**src/rtl/shift_pkg.sv**
```systemverilog
// Shared types and defaults for the shift-register feeder.
package shift_pkg;

  typedef enum logic [1:0] {
    IDLE  = 2'd0,
    LOAD  = 2'd1,
    SHIFT = 2'd2
  } state_t;

  localparam int DEFAULT_WIDTH = 4;
  localparam int DEFAULT_DEPTH = 2;

  // Bits needed to index n items; never less than one.
  function automatic int cnt_bits(input int n);
    return (n > 1) ? $clog2(n) : 1;
  endfunction

endpackage

```
**src/rtl/shift_reg_4_feeder_if.sv**
```systemverilog
// Upstream word handshake plus the shift-register control bus.
interface shift_reg_4_feeder_if
  import shift_pkg::*;
#(
  parameter int WIDTH = DEFAULT_WIDTH
) ();

  logic [WIDTH-1:0] in_data;
  logic             in_valid;
  logic             in_ready;
  logic             stall;
  logic             sr_load;
  logic             sr_ena;
  logic [WIDTH-1:0] sr_data;
  logic             busy;
  logic             word_done;

  modport master (
    output in_data, in_valid, stall,
    input  in_ready, sr_load, sr_ena, sr_data, busy, word_done
  );

  modport slave (
    input  in_data, in_valid, stall,
    output in_ready, sr_load, sr_ena, sr_data, busy, word_done
  );

endinterface

```
**src/rtl/shift_reg_4_feeder_sync_fifo.sv**
```systemverilog
// Small synchronous FIFO; DEPTH must be a power of two so pointers wrap naturally.
module sync_fifo
  import shift_pkg::*;
#(
  parameter int WIDTH = DEFAULT_WIDTH,
  parameter int DEPTH = DEFAULT_DEPTH
) (
  input  logic               clk,
  input  logic               areset,
  input  logic               i_push,
  input  logic               i_pop,
  input  logic [WIDTH-1:0]   i_data,
  output logic [WIDTH-1:0]   o_head,
  output logic [cnt_bits(DEPTH):0] o_count,
  output logic               o_full,
  output logic               o_empty
);

  localparam int AW = cnt_bits(DEPTH);
  localparam logic [AW:0] C_DEPTH = DEPTH[AW:0];

  logic [WIDTH-1:0] r_mem [DEPTH];
  logic [AW-1:0]    r_wptr;
  logic [AW-1:0]    r_rptr;
  logic [AW:0]      r_count;

  // Storage carries no reset; the pointers alone define what is valid.
  always_ff @(posedge clk) begin
    if (i_push) r_mem[r_wptr] <= i_data;
  end

  always_ff @(posedge clk or posedge areset) begin
    if (areset) begin
      r_wptr  <= '0;
      r_rptr  <= '0;
      r_count <= '0;
    end else begin
      if (i_push) r_wptr <= r_wptr + 1'b1;
      if (i_pop)  r_rptr <= r_rptr + 1'b1;
      case ({i_push, i_pop})
        2'b10:   r_count <= r_count + 1'b1;
        2'b01:   r_count <= r_count - 1'b1;
        default: r_count <= r_count;
      endcase
    end
  end

  assign o_head  = r_mem[r_rptr];
  assign o_count = r_count;
  assign o_full  = (r_count == C_DEPTH);
  assign o_empty = (r_count == '0);

endmodule

```
**src/rtl/shift_reg_4_feeder.sv**
```systemverilog
// Feeds buffered words to a load/shift register: one load strobe, then WIDTH shift enables.
module shift_reg_4_feeder
  import shift_pkg::*;
#(
  parameter int WIDTH = DEFAULT_WIDTH,
  parameter int DEPTH = DEFAULT_DEPTH
) (
  input  logic               clk,
  input  logic               areset,
  shift_reg_4_feeder_if.slave bus
);

  localparam int AW = cnt_bits(DEPTH);
  localparam int CW = cnt_bits(WIDTH);
  localparam logic [AW:0]   C_DEPTH = DEPTH[AW:0];
  localparam logic [CW-1:0] C_LAST  = CW'(WIDTH - 1);

  state_t           r_state;
  state_t           w_next;
  logic [CW-1:0]    r_cnt;
  logic [WIDTH-1:0] r_sr_data;

  logic             w_push;
  logic             w_pop;
  logic [WIDTH-1:0] w_head;
  logic [AW:0]      w_count;
  logic             w_full;
  logic             w_empty;

  logic             w_sr_load;
  logic             w_sr_ena;
  logic             w_word_done;
  logic             w_busy;

  assign w_push = bus.in_valid && !w_full;

  sync_fifo #(
    .WIDTH (WIDTH),
    .DEPTH (DEPTH)
  ) u_fifo (
    .clk     (clk),
    .areset  (areset),
    .i_push  (w_push),
    .i_pop   (w_pop),
    .i_data  (bus.in_data),
    .o_head  (w_head),
    .o_count (w_count),
    .o_full  (w_full),
    .o_empty (w_empty)
  );

  always_ff @(posedge clk or posedge areset) begin
    if (areset) r_state <= IDLE;
    else        r_state <= w_next;
  end

  // A pop happens only on the edge that enters LOAD, so sr_data is captured there.
  always_comb begin
    w_next = r_state;
    w_pop  = 1'b0;
    unique case (r_state)
      IDLE: begin
        if (!w_empty) begin
          w_next = LOAD;
          w_pop  = 1'b1;
        end
      end
      LOAD: w_next = SHIFT;
      SHIFT: begin
        if (w_word_done) begin
          if (!w_empty) begin
            w_next = LOAD;
            w_pop  = 1'b1;
          end else begin
            w_next = IDLE;
          end
        end
      end
      default: w_next = IDLE;
    endcase
  end

  always_comb begin
    w_sr_load   = (r_state == LOAD);
    w_sr_ena    = (r_state == SHIFT) && !bus.stall;
    w_word_done = w_sr_ena && (r_cnt == C_LAST);
    w_busy      = (r_state != IDLE);
  end

  always_ff @(posedge clk or posedge areset) begin
    if (areset) begin
      r_cnt     <= '0;
      r_sr_data <= '0;
    end else begin
      if (r_state == LOAD) r_cnt <= '0;
      else if (w_sr_ena)   r_cnt <= r_cnt + 1'b1;
      if (w_pop) r_sr_data <= w_head;
    end
  end

  assign bus.in_ready  = (w_count < C_DEPTH);
  assign bus.sr_load   = w_sr_load;
  assign bus.sr_ena    = w_sr_ena;
  assign bus.sr_data   = r_sr_data;
  assign bus.busy      = w_busy;
  assign bus.word_done = w_word_done;

endmodule
```
**src/flat_wrapper.sv**
```systemverilog
// flat-port wrapper written by rule: the top's interface ports become plain ports
module shift_reg_4_feeder_flat import shift_pkg::*;
#(
  parameter int WIDTH = DEFAULT_WIDTH,
  parameter int DEPTH = DEFAULT_DEPTH
)
  (clk, areset, bus_in_data, bus_in_valid, bus_stall, bus_in_ready, bus_sr_load, bus_sr_ena, bus_sr_data, bus_busy, bus_word_done);
  shift_reg_4_feeder_if #(.WIDTH(WIDTH)) bus_i ();
  input  logic clk;
  input  logic areset;
  input wire logic [$bits(bus_i.in_data)-1:0] bus_in_data;
  input wire logic [$bits(bus_i.in_valid)-1:0] bus_in_valid;
  input wire logic [$bits(bus_i.stall)-1:0] bus_stall;
  output wire logic [$bits(bus_i.in_ready)-1:0] bus_in_ready;
  output wire logic [$bits(bus_i.sr_load)-1:0] bus_sr_load;
  output wire logic [$bits(bus_i.sr_ena)-1:0] bus_sr_ena;
  output wire logic [$bits(bus_i.sr_data)-1:0] bus_sr_data;
  output wire logic [$bits(bus_i.busy)-1:0] bus_busy;
  output wire logic [$bits(bus_i.word_done)-1:0] bus_word_done;
  assign bus_i.in_data = bus_in_data;
  assign bus_i.in_valid = bus_in_valid;
  assign bus_i.stall = bus_stall;
  assign bus_in_ready = bus_i.in_ready;
  assign bus_sr_load = bus_i.sr_load;
  assign bus_sr_ena = bus_i.sr_ena;
  assign bus_sr_data = bus_i.sr_data;
  assign bus_busy = bus_i.busy;
  assign bus_word_done = bus_i.word_done;
  shift_reg_4_feeder #(.WIDTH(WIDTH), .DEPTH(DEPTH)) u_core (.clk(clk), .areset(areset), .bus(bus_i));
endmodule
```
**config.mk**
```make
export PLATFORM = sky130hd
export DESIGN_NAME = shift_reg_4_feeder_flat
export DESIGN_NICKNAME = d
export VERILOG_FILES = /design/src/rtl/shift_pkg.sv /design/src/rtl/shift_reg_4_feeder_if.sv /design/src/rtl/shift_reg_4_feeder_sync_fifo.sv /design/src/rtl/shift_reg_4_feeder.sv /design/src/flat_wrapper.sv
export SDC_FILE = /design/constraint.sdc
export NUM_CORES = 1
export LEC_CHECK = 0
export ABC_CLOCK_PERIOD_IN_PS = 2000
export BUFFER_PORTS_ARGS = -buffer_cell sky130_fd_sc_hd__buf_2
export CAP_MARGIN = 20
export CORE_AREA = 2 2 45 47
export CTS_CLUSTER_SIZE = 20
export DETAILED_ROUTE_END_ITERATION = 6
export DIE_AREA = 0 0 47 49
export PLACE_DENSITY = 0.7
export SETUP_SLACK_MARGIN = 0.5
export SLEW_MARGIN = 30
export SYNTH_ARGS = -nofsm -noshare
export SYNTH_HDL_FRONTEND = slang
export SYNTH_SLANG_ARGS = --single-unit
```
**constraint.sdc**
```tcl
create_clock -name clk -period 2 [get_ports clk]
set_clock_uncertainty 0.2 [all_clocks]
set_input_delay 0.4 -clock clk [delete_from_list [all_inputs] [get_ports clk]]
set_output_delay 0.4 -clock clk [all_outputs]
set_load 0.02 [all_outputs]
```
Word level (Yosys, flattened, before mapping):

Memory sizes are Yosys's and may differ from the RTL's. A register that Yosys moved wholly into a read port is not among the register bits.
Cells that the tools add are included.

* word-level logic and storage cells: 43
* input bits: 8
* memories: 1
* output and inout bits: 9
* memory bits (writable): 8
* flip-flop bits (word level): 8

* add/subtract/negate cells: 5
* reductions and logical operators: 11
* equal/unequal tests: 8
* muxes and demuxes: 12
* magnitude comparators: 1

Memories
* u_core.u_fifo.r_mem: words 2, bits a word 4, rd ports 1, clocked after memory_dff 1, write ports 1, RTL line shift_reg_4_feeder_sync_fifo.sv:22 `logic [WIDTH-1:0] r_mem [DEPTH];`

Operators with widths (count)
* 2-bit == test, second input constant: 4
* 2-bit two-way mux: 4
* 2-bit case mux with 3 select lines: 1
* 2-bit nonzero test: 3
* 1-bit two-way mux: 5
* 2-bit by 1-bit adder with 2-bit output, second input constant: 2
* 2-bit by 1-bit == test with 1-bit output, second input constant: 2
* 2-bit logical NOT: 2
* 2-bit inequality test, second input constant: 2
* 2-bit case mux with 2 select lines: 1
* 1-bit logical AND: 3
* 1-bit adder, second input constant: 2
* 1-bit logical NOT: 2
* 2-bit less-than comparator, second input constant: 1
* 1-bit case mux with 2 select lines: 1
* 2-bit AND reduction: 1
* 2-bit by 1-bit subtractor with 2-bit output, second input constant: 1

Depth between registers and ports, before layout:

* depth in word-level cells: 7
* mapped depth: 7
* mapped depth without buffers: 7

Cells and area by module:

A second synthesis with hierarchy kept.

* cells, all modules: 60
* area, all modules: 858.3 sq um

By module, submodules not included
* sync_fifo: times used 1, sequential area each 340.3 sq um, cells each 29, area each 475.5 sq um
* shift_reg_4_feeder: times used 1, sequential area each 200.2 sq um, cells each 31, area each 382.9 sq um

Least setup slack after synthesis:

No wires, ideal clock.

* path kind: register to output
* from: register u_core.r_state[0]
* to: output port bus_word_done
* data required time: 1.400 ns
* arrival: 1.228 ns
* cell stages (with the launch flop): 3
* path slack: 0.172 ns
* buffers on the path: 0
* path through: dfrtp_1 nor3b_2 and2_1

* longest elaborated chain between the ends: 3

RTL lines
* start: declaration: RTL line shift_reg_4_feeder.sv:18 `state_t r_state;`
* start signal: assignment: RTL line shift_reg_4_feeder.sv:54 `else r_state <= w_next;`
* 2-bit == test: RTL line shift_reg_4_feeder.sv:85 `w_sr_ena = (r_state == SHIFT) && !bus.stall;`
* 1-bit logical AND: RTL line shift_reg_4_feeder.sv:85
* via bus_sr_ena: RTL line flat_wrapper.sv:16 `output wire logic [$bits(bus_i.sr_ena)-1:0] bus_sr_ena;`
* 1-bit logical AND: RTL line shift_reg_4_feeder.sv:86 `w_word_done = w_sr_ena && (r_cnt == C_LAST);`
* end: declaration: RTL line flat_wrapper.sv:19 `output wire logic [$bits(bus_i.word_done)-1:0] bus_word_done;`

The timed path passes the listed nets, and every way through them passes these cells.

Worst setup path after layout:

* from: register u_core.r_state[0]
* to: output port bus_word_done

* longest elaborated chain between the ends: 3

RTL lines (RTL line)
* 2-bit == test: shift_reg_4_feeder.sv:85
* 1-bit logical AND: shift_reg_4_feeder.sv:85
* 1-bit logical AND: shift_reg_4_feeder.sv:86

No other way between the ends.

==> metrics <==
CP Class=register to primary output; CP Capture Type=primary output; Leakage=0.560 nW; Fillers=132; Worst Path Max Fanout=3; NetSw=784 uW; Area growth syn-to-layout=49.2%; worst path required time=1.40 ns; status=finished clean; Initial DRC Count=5; P per Cell Area=1730 mW/mm2; crit path launch=u_core.r_state[0]; Worst Max-Slew Pin Slew=0.488 ns; Gate power share=0.565; final setup violation count=0; count of cell types in the netlist=20; Synth Warn #=0; Pins Over Slew Limit=0; largest net degree at the start of global routing=13; crit path launch type=register; wire length of the first global-routing pass=2.53 mm; Num Clock Sinks=20; synthesized cell area=847 um2; Yosys reg bits=20; CTS root buf=clkbuf_4; Cells after Synth=58; DRC Markers=0; initial antenna violation count=0; Core Region=0.00184 mm2; syn avg cell area=14.6 um2; Vias=573; Starting Density=0.460; die width=47 um; VDD IR max=959 uV; internal power=1.40 mW; grt ovf=0; IO Count=17; Hold Vio Cnt, Final=0; most frequent cells in the layout=buf_4 (14), buf_2 (11), dfrtp_1 (9), buf_6 (8), edfxtp_1 (8); Syn Nets=68; post-synthesis sequential area ratio=0.638; TritonCTS clock tree=built; register area=544 um2; fmax=527 MHz; dpl cell area=985 um2; area of the multi-input gates=384 um2; IO buf count=16; HP Class=input port to register; sw frac=0.359; WP data arrival=1.30 ns; GR Util All Layers=0.158; maxcap violations=0; worst-case clock buffer depth=2; # rows=16; setup_tns=0 ns; Final period util=0.948; Ant. Diodes=0; hpwl dp=972 um; cts bufs inserted=3; number of antenna-violating nets in the routed design=0; number of vias per cell=4.66; commonest non-fill, non-tap cell in the layout=buf_4; die area=0.00230 mm2; RePlAce Congestion=0.768; RSZ-0062 raised after global routing=true; Post-Layout Cell Count=123; Crit Reg-Reg Startpoint=u_core.r_state[0]; vias in the first global route=591; Clk pin slew, worst setup/hold paths=0.11 ns; Skew-Pair Late Insertion Delay=0.30 ns; hold path start=bus_in_data[1]; layout cells sized above 1=0.667; DR pass1 iterations=4; H-tree Lvls=1; Hold Worst Slack=0.0799 ns; worst rel slew slack=0.674; power share of the clock group=0.092; final wirelength=1.76 mm; die height=49 um; Cells after DPL=103; final instance area=0.00126 mm2; NumNets Final=107; post-layout min period=1.90 ns; drt wl/cell=14.3 um; Seq pwr share=0.343
## cells by family after synthesis
kind of cell | count (synthesis) | synth area share
xor+xnor | 5 | 0.0517
mux | 9 | 0.118
compound gates | 4 | 0.0443
buf+inv | 4 | 0.0177
flops | 20 | 0.638
fa+ha+maj | 2 | 0.0295
simple gates | 14 | 0.100
## final cells by class
type | instances | area share
Sequential cell | 20 | 0.431
Multi-Input combinational cell | 34 | 0.304
Timing Repair Buffer | 34 | 0.206
Tap cell | 27 | 0.0267
Clock buffer | 4 | 0.0208
Inverter | 4 | 0.0119
## cell usage after synthesis
library cell	instances	area, um2
mux2_2	8	90.1
xor2_1	1	8.76
nand2b_4	1	13.8
inv_1	4	15.0
a211oi_1	1	7.51
a211oi_4	1	20.0
nand2b_1	1	6.26
xnor2_1	4	35.0
or2_2	1	6.26
o21ai_0	2	10.0
nor2_1	3	11.3
nand3b_1	1	7.51
ha_1	2	25.0
dfrtp_1	12	300
mux2i_1	1	10.0
and2_1	1	6.26
nand2_1	4	15.0
nor3b_2	1	12.5
edfxtp_1	8	240
nor2_2	1	6.26
## worst paths after layout
path | end | slack, ns | cells after the start
setup / recovery | bus_word_done | 0.10 | 3
hold / removal | u_core.u_fifo.r_mem[1][1] | 0.08 | 1
setup reg to reg | u_core.bus.sr_data[0] | 0.25 | 5
hold reg to reg | u_core.bus.sr_data[2] | 0.32 | 1
max in group asynchronous | u_core.r_state[1] | 0.78 | 3
min in group asynchronous | u_core.u_fifo.o_count[1] | 0.47 | 3
## power by group through the flow
stage	logic, mW	registers (mW)	clock network (mW)
2_1_floorplan	0.497	0.773	0
4_1_cts	0.983	0.736	0.197
3_5_place_dp	0.737	0.746	0
6_report	1.23	0.749	0.200
5_1_grt	1.32	0.766	0.227
3_3_place_gp	0.716	0.738	0
## worst max-delay path, cell delays in order, from the launching register on
cell     delay (ns)
dfrtp_2        0.46
nor3b_4        0.25
and2_4         0.18
buf_6          0.10
## stage by stage
step / utilization / worst slack, ns / power [mW]
finish: 0.686 / 0.104 / 2.18
detailed placement: 0.535 / 0.255 / 1.48
global route: 0.686 / 0.0454 / 2.32
floorplan: - / 0.251 / 1.27
CTS: 0.625 / 0.174 / 1.92
global placement: 0.535 / 0.291 / 1.45
## per-layer routing
layer  vias to the layer above  wire length (um)  track usage
li1                        279                 -            -
met1                       279               730        0.190
met2                        11               928        0.244
met3                         4                54       0.0407
met4                         0                42       0.0972
met5                         -                 0            0
## registers in the layout, indices dropped and copies added (netlist names)
register	count
u_core.bus.sr_data	4
u_core.r_cnt	2
u_core.r_state	2
u_core.u_fifo.o_count	2
u_core.u_fifo.r_mem	8
u_core.u_fifo.r_rptr	1
u_core.u_fifo.r_wptr	1
## what timing repair did
action / in CTS / in global routing
setup endpoints to repair: 19 / 21
endpoints found under the hold margin: 12 / 0
pin swaps: 4 / 5
hold buffers: 1 / 0
setup buffers: 8 / 7
gates resized for setup: 19 / 15
No activity file was read; power rests on OpenSTA's default activity.
